File: src/rtl/fetch_redirect_unit.sv
// rtl/fetch_redirect_unit.sv - instruction fetch front end with execute-driven PC redirect
//
// Owns the architectural PC, keeps a single request outstanding to instruction
// memory, and holds each fetched word for decode under a valid/ready handshake.
// A taken branch from execute (ex_valid & ex_takebranch) reloads the PC and
// squashes any stale in-flight or held instruction.
//
// Optional feature macro: FETCH_MISALIGN_TRAP_EN
//   defined   - a misaligned redirect target traps (if_misalign=1, TRAP state)
//   undefined - target bits [1:0] are forced to 2'b00, if_misalign tied to 0
//
// Ports:
//   clk, rst                      clock, asynchronous active-high reset
//   imem_req, imem_addr           registered fetch request, address (= pc)
//   imem_ack, imem_rdata          one-cycle completion pulse and fetched word
//   if_valid, if_instr, if_pc     held instruction presented to decode
//   if_ready                      decode accepts the held instruction
//   ex_valid, ex_takebranch       execute-stage branch decision
//   ex_target                     redirect target
//   if_misalign                   misaligned-target trap flag
module fetch_redirect_unit #(
    parameter int                   DATA_BITS = 32,
    parameter logic [DATA_BITS-1:0] RESET_PC  = '0
) (
    input  logic                 clk,
    input  logic                 rst,
    output logic                 imem_req,
    output logic [DATA_BITS-1:0] imem_addr,
    input  logic                 imem_ack,
    input  logic [DATA_BITS-1:0] imem_rdata,
    output logic                 if_valid,
    output logic [DATA_BITS-1:0] if_instr,
    output logic [DATA_BITS-1:0] if_pc,
    input  logic                 if_ready,
    input  logic                 ex_valid,
    input  logic                 ex_takebranch,
    input  logic [DATA_BITS-1:0] ex_target,
    output logic                 if_misalign
);

`ifdef FETCH_MISALIGN_TRAP_EN
    typedef enum logic [2:0] {BOOT, FETCH, HOLD, DROP, TRAP} state_t;
`else
    typedef enum logic [1:0] {BOOT, FETCH, HOLD, DROP} state_t;
`endif

    state_t               state, state_n;
    logic [DATA_BITS-1:0] pc, pc_n;
    logic [DATA_BITS-1:0] instr_n, ifpc_n;
    logic                 valid_n, req_n, mis_n;
    logic                 redirect;
    logic [DATA_BITS-1:0] target;

    localparam logic [DATA_BITS-1:0] LOW_BITS = {{(DATA_BITS-2){1'b0}}, 2'b11};

    assign redirect  = ex_valid & ex_takebranch;
    assign imem_addr = pc;

`ifdef FETCH_MISALIGN_TRAP_EN
    logic misaligned;
    // Tracks a request issued before entering TRAP whose ack has not yet
    // arrived, so leaving TRAP cannot mistake that ack for the new fetch.
    logic pend, pend_n;

    assign misaligned = redirect && ((ex_target & LOW_BITS) != '0);
    assign target     = ex_target;
`else
    assign target     = ex_target & ~LOW_BITS;
`endif

    always_comb begin
        state_n = state;
        pc_n    = pc;
        valid_n = if_valid;
        instr_n = if_instr;
        ifpc_n  = if_pc;
        mis_n   = if_misalign;
`ifdef FETCH_MISALIGN_TRAP_EN
        pend_n  = pend;
`endif

        case (state)
            BOOT: begin
                state_n = FETCH;
            end
            FETCH: begin
                if (redirect) begin
                    // Same-cycle ack is discarded and refetch starts next cycle;
                    // otherwise the old request is still in flight.
                    pc_n    = target;
                    state_n = imem_ack ? FETCH : DROP;
                end else if (imem_ack) begin
                    instr_n = imem_rdata;
                    ifpc_n  = pc;
                    valid_n = 1'b1;
                    state_n = HOLD;
                end
            end
            DROP: begin
                if (redirect) begin
                    pc_n = target;
                end
                if (imem_ack) begin
                    state_n = FETCH;
                end
            end
            HOLD: begin
                if (redirect) begin
                    valid_n = 1'b0;
                    pc_n    = target;
                    state_n = FETCH;
                end else if (if_ready) begin
                    valid_n = 1'b0;
                    pc_n    = pc + DATA_BITS'(4);
                    state_n = FETCH;
                end
            end
`ifdef FETCH_MISALIGN_TRAP_EN
            TRAP: begin
                if (imem_ack) begin
                    pend_n = 1'b0;
                end
                if (redirect) begin
                    pc_n    = target;
                    mis_n   = 1'b0;
                    // A still-pending stale ack must be absorbed before refetching.
                    state_n = (pend && !imem_ack) ? DROP : FETCH;
                end
            end
`endif
            default: begin
                state_n = BOOT;
            end
        endcase

`ifdef FETCH_MISALIGN_TRAP_EN
        if (misaligned) begin
            if (state == FETCH || state == DROP) begin
                pend_n = !imem_ack;
            end
            pc_n    = ex_target;
            mis_n   = 1'b1;
            valid_n = 1'b0;
            state_n = TRAP;
        end
`endif

        req_n = (state_n == FETCH) || (state_n == DROP);
    end

    always_ff @(posedge clk or posedge rst) begin
        if (rst) begin
            state       <= BOOT;
            pc          <= RESET_PC;
            imem_req    <= 1'b0;
            if_valid    <= 1'b0;
            if_instr    <= '0;
            if_pc       <= '0;
            if_misalign <= 1'b0;
        end else begin
            state       <= state_n;
            pc          <= pc_n;
            imem_req    <= req_n;
            if_valid    <= valid_n;
            if_instr    <= instr_n;
            if_pc       <= ifpc_n;
            if_misalign <= mis_n;
        end
    end

`ifdef FETCH_MISALIGN_TRAP_EN
    always_ff @(posedge clk or posedge rst) begin
        if (rst) begin
            pend <= 1'b0;
        end else begin
            pend <= pend_n;
        end
    end
`endif

endmodule

File: config.mk
export PLATFORM = sky130hd
export DESIGN_NAME = fetch_redirect_unit
export DESIGN_NICKNAME = d
export VERILOG_FILES = /design/src/rtl/fetch_redirect_unit.sv
export SDC_FILE = /design/constraint.sdc
export NUM_CORES = 1
export LEC_CHECK = 0
export ABC_AREA = 1
export BUFFER_PORTS_ARGS = -buffer_cell sky130_fd_sc_hd__buf_2
export CAP_MARGIN = 20
export CORE_ASPECT_RATIO = 0.6
export CORE_MARGIN = 2
export CORE_UTILIZATION = 45
export DETAILED_ROUTE_END_ITERATION = 10
export GPL_ROUTABILITY_DRIVEN = 0
export PLACE_DENSITY = 0.85
export RECOVER_POWER = 50
export SYNTH_ARGS = -nofsm -noshare
export SYNTH_HDL_FRONTEND = slang
export SYNTH_SLANG_ARGS = --single-unit
File: constraint.sdc
create_clock -name clk -period 2.76 [get_ports clk]
set_input_delay 0.138 -clock clk [delete_from_list [all_inputs] [get_ports clk]]
set_output_delay 0.138 -clock clk [all_outputs]
set_load 0.01 [all_outputs]
; ---- Word level (Yosys, flattened, before mapping)
; Cells that the tools add are included.
; W data, S select, Z words.
[word_totals]
register_bits = 100
in_bits = 70
out_inout_bits = 99
word_cells = 42
[classes]
n_addsub = 1
n_eq_ne = 9
mux = 16
n_bitwise = 2
n_reduce_logical = 8
[op_table]
columns = operator, count
row1 = $mux W32, 3
row2 = $pmux W32 S2, 1
row3 = $add A32 B3 Y32 const B, 1
row4 = $mux W2, 6
row5 = $pmux W2 S4, 1
row6 = $eq A2 B2 Y1 const B, 3
row7 = $reduce_and A3 Y1, 2
row8 = $eq A2 B1 Y1 const B, 2
row9 = $mux W1, 4
row10 = $ne A2 B2 Y1 const B, 2
row11 = $reduce_and A4 Y1, 1
row12 = $reduce_bool A2 Y1, 2
row13 = $ne A3 B3 Y1 const B, 1
row14 = $logic_not A2 Y1, 1
row15 = $ne A2 B1 Y1 const B, 1
row16 = $pmux W1 S2, 1
row17 = $reduce_or A2 Y1, 1
row18 = $and A1 B1 Y1, 1
row19 = $logic_or A1 B1 Y1, 1
row20 = $not A1 Y1, 1

; ---- Depth between registers and ports, before layout
[logic_depth]
word_depth = 5
depth_mapped = 10
ltp_nobuf = 10

; ---- Worst setup path after synthesis
; No wires, ideal clock.
[synth_path]
path_kind = register to register
from = reg pc[3] (netlist: imem_addr[3])
to = reg pc[22] (netlist: imem_addr[22])
setup_time_ps = 116
t_arrival_ps = 1372
t_required_ps = 2644
slack_ps = 1272
path_stages_with_launch = 11
path_buffers = 0
synth_period_minus_slack_ps = 1488
cell_sequence = dfrtp_1 ha_1 nand2_1 nor2_4 nand2_4 nor2_4 nand2_1 nand2_1 nand3_1 nand2_1 nand2_1
[synth_via]
elab_chain_cells = 4
[synth_rtl]
columns = item, line
row1 = start: declaration, 48  ; logic [DATA_BITS-1:0] pc, pc_n;
row2 = start signal: assignment, 162  ; pc <= pc_n;
row3 = $add A32 B3 Y32, 114  ; pc_n = pc + DATA_BITS'(4);
row4 = $mux W32, 112  ; end else if (if_ready) begin
row5 = $mux W32, 108  ; if (redirect) begin
row6 = $pmux W32 S2, 82  ; case (state)
; No other way between the ends. The select of a mux whose other input is x is not followed.
; A chain may end at the register's enable or synchronous reset.

==> results.toml <==
[route]
avgRoutedWirePerCell_um = 14.4
met1_length_mm = 6.40
drt_wl_total_mm = 13.9
dr_wl_met3_mm = 1.34
drt_pre_antenna_iters = 5
vias = 4830
drt_iter0_markers = 380
detailroute.wirelength.met2_mm = 5.97
post-route-drc-count = 0
dr.max_layer_used = "met5"
postRouteAntennaNets = 0
vias_per_cell = 4.97

[worst_setup_path]
critPathBufInv = 2
ff2ff_path_depth = 6
category_of_the_worst_setup_path_capture_point = "flop"
timing.critical_path.from_type = "flop"
crit-reg2reg-launch = "imem_req"
crit_top_cell = "sky130_fd_sc_hd__nand2_1"
critPathSlowestCell = "sky130_fd_sc_hd__clkinv_1"
timing.critical_path.arrival_ns = 2.28
critical-path-top-delay-family = "buffers and inverters"
worst-path-max-fanout = 35
r2r_setup_slack_ns = 0.70
list_of_cells_traversed_by_the_critical_path = "inv_1 > nor2_1 > nand3_4 > clkinv_1 > nand2_1 > nand2_1"
crit_reg_reg_endpoint = "if_instr[29]"
worstPathRequired_ns = 2.98
crit_path_max_incr_delay_ns = 0.76
criticalPathCategory = "flop to flop"

[die]
floorplan.io_pins = 169
floorplan.die_area_sq_mm = 0.0115
placeableCoreArea_sq_mm = 0.0105
die_h_um = 84.0
floorplan.die.width_um = 137
floorplan.rows = 29
initial_core_util = 0.457

[clock_network]
max_root_sink_buffers = 2
post-cts-setup-buffer-count = 0
cts_tree = "built"
cts_num_sinks = 95
clock_tree.htree_level_count = 3
cts_resized = 0
worst_setup_hold_path_clk_slew_ns = 0.07
root_buffer = "sky130_fd_sc_hd__clkbuf_16"
clock_latency_ns = 0.35
clock_buffers_created_by_tritoncts = 9

[power_and_ir_drop]
power.share.switching = 0.442
power.ir.vdd_worst_mv = 0.554
power.leakage_uw = 0.00301
cellInternalPower_uw = 3640
share_clk_of_total_power = 0.197
power.net_switching_uw = 2880
combPwrFrac = 0.399
power.density_cell_area_mw_per_mm2 = 1050
seqPwrFrac = 0.403

[worst_hold_path]
hold_start = "ex_target[2]"
worstHoldEndpoint = "imem_addr[2]"
hold-path-cell-count = 3
hold_path.class = "primary input to flop"

[timing]
report.final.hold_viol_count = 0
min_period_over_period = 0.747
final.setup.tns_ns = 0
report.final.slew_viol_count = 47
setup_viol = 0
maxSlewHeadroom = -0.241
worstMarginPinSlew_ns = 1.86
finalCriticalPeriod_ns = 2.06
grt_setup_unrepaired = "no"
fmax_ghz = 0.485
worst_clock_skew_ns = 0.00668

[status]
failed_checks = "max-capacitance violations, max-slew violations"
status = "finished with violations"

[cells_and_area]
insertedDiodeCount = 0
layout-drive-gt1-share = 0.131
layout.nets = 898
areaGrowthSynthToFinish_pct = 29.3
post_layout_nonfiller_instances = 971

[place]
post-dp-hpwl_mm = 9.59
placed_cells = 922
place.port_buffers = 161

[global_routing]
initial_antenna_violation_count = 1
grt-ovfl-total = 0
grt_start_max_net_pins = 86
grt_pass1_wl_mm = 22.8
gr-usage-all-layers = 0.253
first_global_vias = 4616

[logic_synthesis]
synthesis.instances = 643
mappedNetlistArea_sq_mm = 0.00480
synth_enable_flop_cells = 0
synth-seq-area-share = 0.496
ys.flop_type = "sky130_fd_sc_hd__dfrtp_1"
postSynth.asyncResetShare = 1.00
yosys_warnings = 0
syn_area_per_cell_sq_um = 7.46
ys_seq_elements = 95
synthDistinctLibCells = 34

[job]
reported_max_cap_violation_count = 1
-- sequential cells by signal, indices dropped and copies added (netlist names) --
register / cells
state: 1
imem_addr: 30
imem_req: 1
if_instr: 32
if_valid: 1
if_pc: 30
-- layout make-up --
type / instances / area (sq um)
Tap cell: 139 / 174
Timing Repair Buffer: 199 / 1080
Fill cell: 1028 / 4280
Clock buffer: 10 / 239
Multi-Input combinational cell: 476 / 2090
Sequential cell: 95 / 2380
Clock inverter: 6 / 68.8
Inverter: 46 / 173
-- routing by layer --
metal | vias up | global-route usage
li1 | 2372 | -
met1 | 2249 | 0.367
met2 | 187 | 0.370
met3 | 20 | 0.0741
met4 | 2 | 0.0647
met5 | - | 0
-- placed cells by master, fill, tap and decap left out, types with 2 or more instances in the layout --
cell / Yosys / final
sky130_fd_sc_hd__nand2_1: 255 / 255
sky130_fd_sc_hd__nor2_1: 72 / 72
sky130_fd_sc_hd__nand2_2: 4 / 4
sky130_fd_sc_hd__inv_2: 2 / 2
sky130_fd_sc_hd__dlygate4sd3_1: 0 / 33
sky130_fd_sc_hd__nor2_2: 4 / 4
sky130_fd_sc_hd__dfrtp_1: 95 / 95
sky130_fd_sc_hd__clkbuf_1: 6 / 94
sky130_fd_sc_hd__and2_1: 2 / 2
sky130_fd_sc_hd__nand4_1: 2 / 2
sky130_fd_sc_hd__nand2_4: 2 / 2
sky130_fd_sc_hd__inv_1: 43 / 43
sky130_fd_sc_hd__a21oi_1: 9 / 9
sky130_fd_sc_hd__conb_1: 1 / 5
sky130_fd_sc_hd__buf_4: 5 / 3
sky130_fd_sc_hd__a22oi_1: 2 / 2
sky130_fd_sc_hd__buf_2: 15 / 67
sky130_fd_sc_hd__buf_12: 0 / 2
sky130_fd_sc_hd__o22ai_1: 4 / 4
sky130_fd_sc_hd__nand3_1: 41 / 40
sky130_fd_sc_hd__o21ai_0: 55 / 55
sky130_fd_sc_hd__clkinv_4: 0 / 2
sky130_fd_sc_hd__nor2_4: 7 / 7
sky130_fd_sc_hd__clkbuf_16: 0 / 9
sky130_fd_sc_hd__o21ai_1: 2 / 2
-- through the flow --
step                      setup WS (ns)  power, uW  hold WS (ns)  area [sq um]   util
after detailed placement          0.750       5350         0.265          5690  0.542
after floorplan                   0.145       4200         0.248          4810      -
final                             0.698       6520        0.0503          6200  0.592
after global placement            0.808       5250         0.256          5690  0.542
after global routing              0.328       7050        0.0818          6200  0.592
after CTS                         0.737       6690        0.0429          6320  0.603
-- cell families (layout without fill, tap and decap cells) --
kind of cell    after synthesis  after routing  synth area share
xor+xnor                      2              2           0.00365
other cells                   1              5          0.000782
compound gates               76             76            0.0837
simple gates                392            392             0.340
flops                        95             95             0.496
buf+inv                      76            261            0.0741
fa+ha+maj                     1              1           0.00261
-- cells in the mapped netlist, types with 2 or more instances --
master	n	area share
sky130_fd_sc_hd__a21oi_1	9	0.0094
sky130_fd_sc_hd__a22oi_1	2	0.0031
sky130_fd_sc_hd__and2_1	2	0.0026
sky130_fd_sc_hd__buf_2	15	0.016
sky130_fd_sc_hd__buf_4	5	0.0078
sky130_fd_sc_hd__buf_6	3	0.0070
sky130_fd_sc_hd__clkbuf_1	6	0.0047
sky130_fd_sc_hd__dfrtp_1	95	0.50
sky130_fd_sc_hd__inv_1	43	0.034
sky130_fd_sc_hd__inv_2	2	0.0016
sky130_fd_sc_hd__nand2_1	255	0.20
sky130_fd_sc_hd__nand2_2	4	0.0052
sky130_fd_sc_hd__nand2_4	2	0.0047
sky130_fd_sc_hd__nand3_1	41	0.043
sky130_fd_sc_hd__nand4_1	2	0.0026
sky130_fd_sc_hd__nor2_1	72	0.056
sky130_fd_sc_hd__nor2_2	4	0.0052
sky130_fd_sc_hd__nor2_4	7	0.016
sky130_fd_sc_hd__o21ai_0	55	0.057
sky130_fd_sc_hd__o21ai_1	2	0.0021
sky130_fd_sc_hd__o22ai_1	4	0.0052
-- power groups by stage --
stage | logic, uW | registers [uW] | clock network, uW
after floorplan | 1340 | 2850 | 0
after global placement | 2660 | 2590 | 0
after detailed placement | 2740 | 2610 | 0
after CTS | 2780 | 2600 | 1320
after global routing | 2950 | 2730 | 1380
final | 2600 | 2630 | 1290
-- worst max path at each step --
| stage | startpoint | to | slack, ns | cells after the start |
|---|---|---|---|---|
| 6_report | imem_req | if_instr[29] | 0.70 | 6 |
| 5_1_grt | rst | imem_addr[29] | 0.33 | 3 |
| 4_1_cts | imem_req | if_valid | 0.74 | 6 |
| 3_5_place_dp | imem_req | if_valid | 0.75 | 6 |
| 3_3_place_gp | imem_req | if_valid | 0.81 | 6 |
| 2_1_floorplan | rst | if_instr[0] | 0.14 | 1 |
-- worst register-to-register path, delay by kind of cell (launching register included) --
| kind | cells | cell delay [ns] |
|---|---|---|
| simple gates | 4 | 0.65 |
| buf+inv | 2 | 0.89 |
| flops | 1 | 0.40 |
-- timing repair --
action	in CTS	in global routing
setup endpoints to repair	0	0
hold endpoints to repair	78	0
hold buffers	33	0
Note: power is estimated with default switching activity, not from simulation.
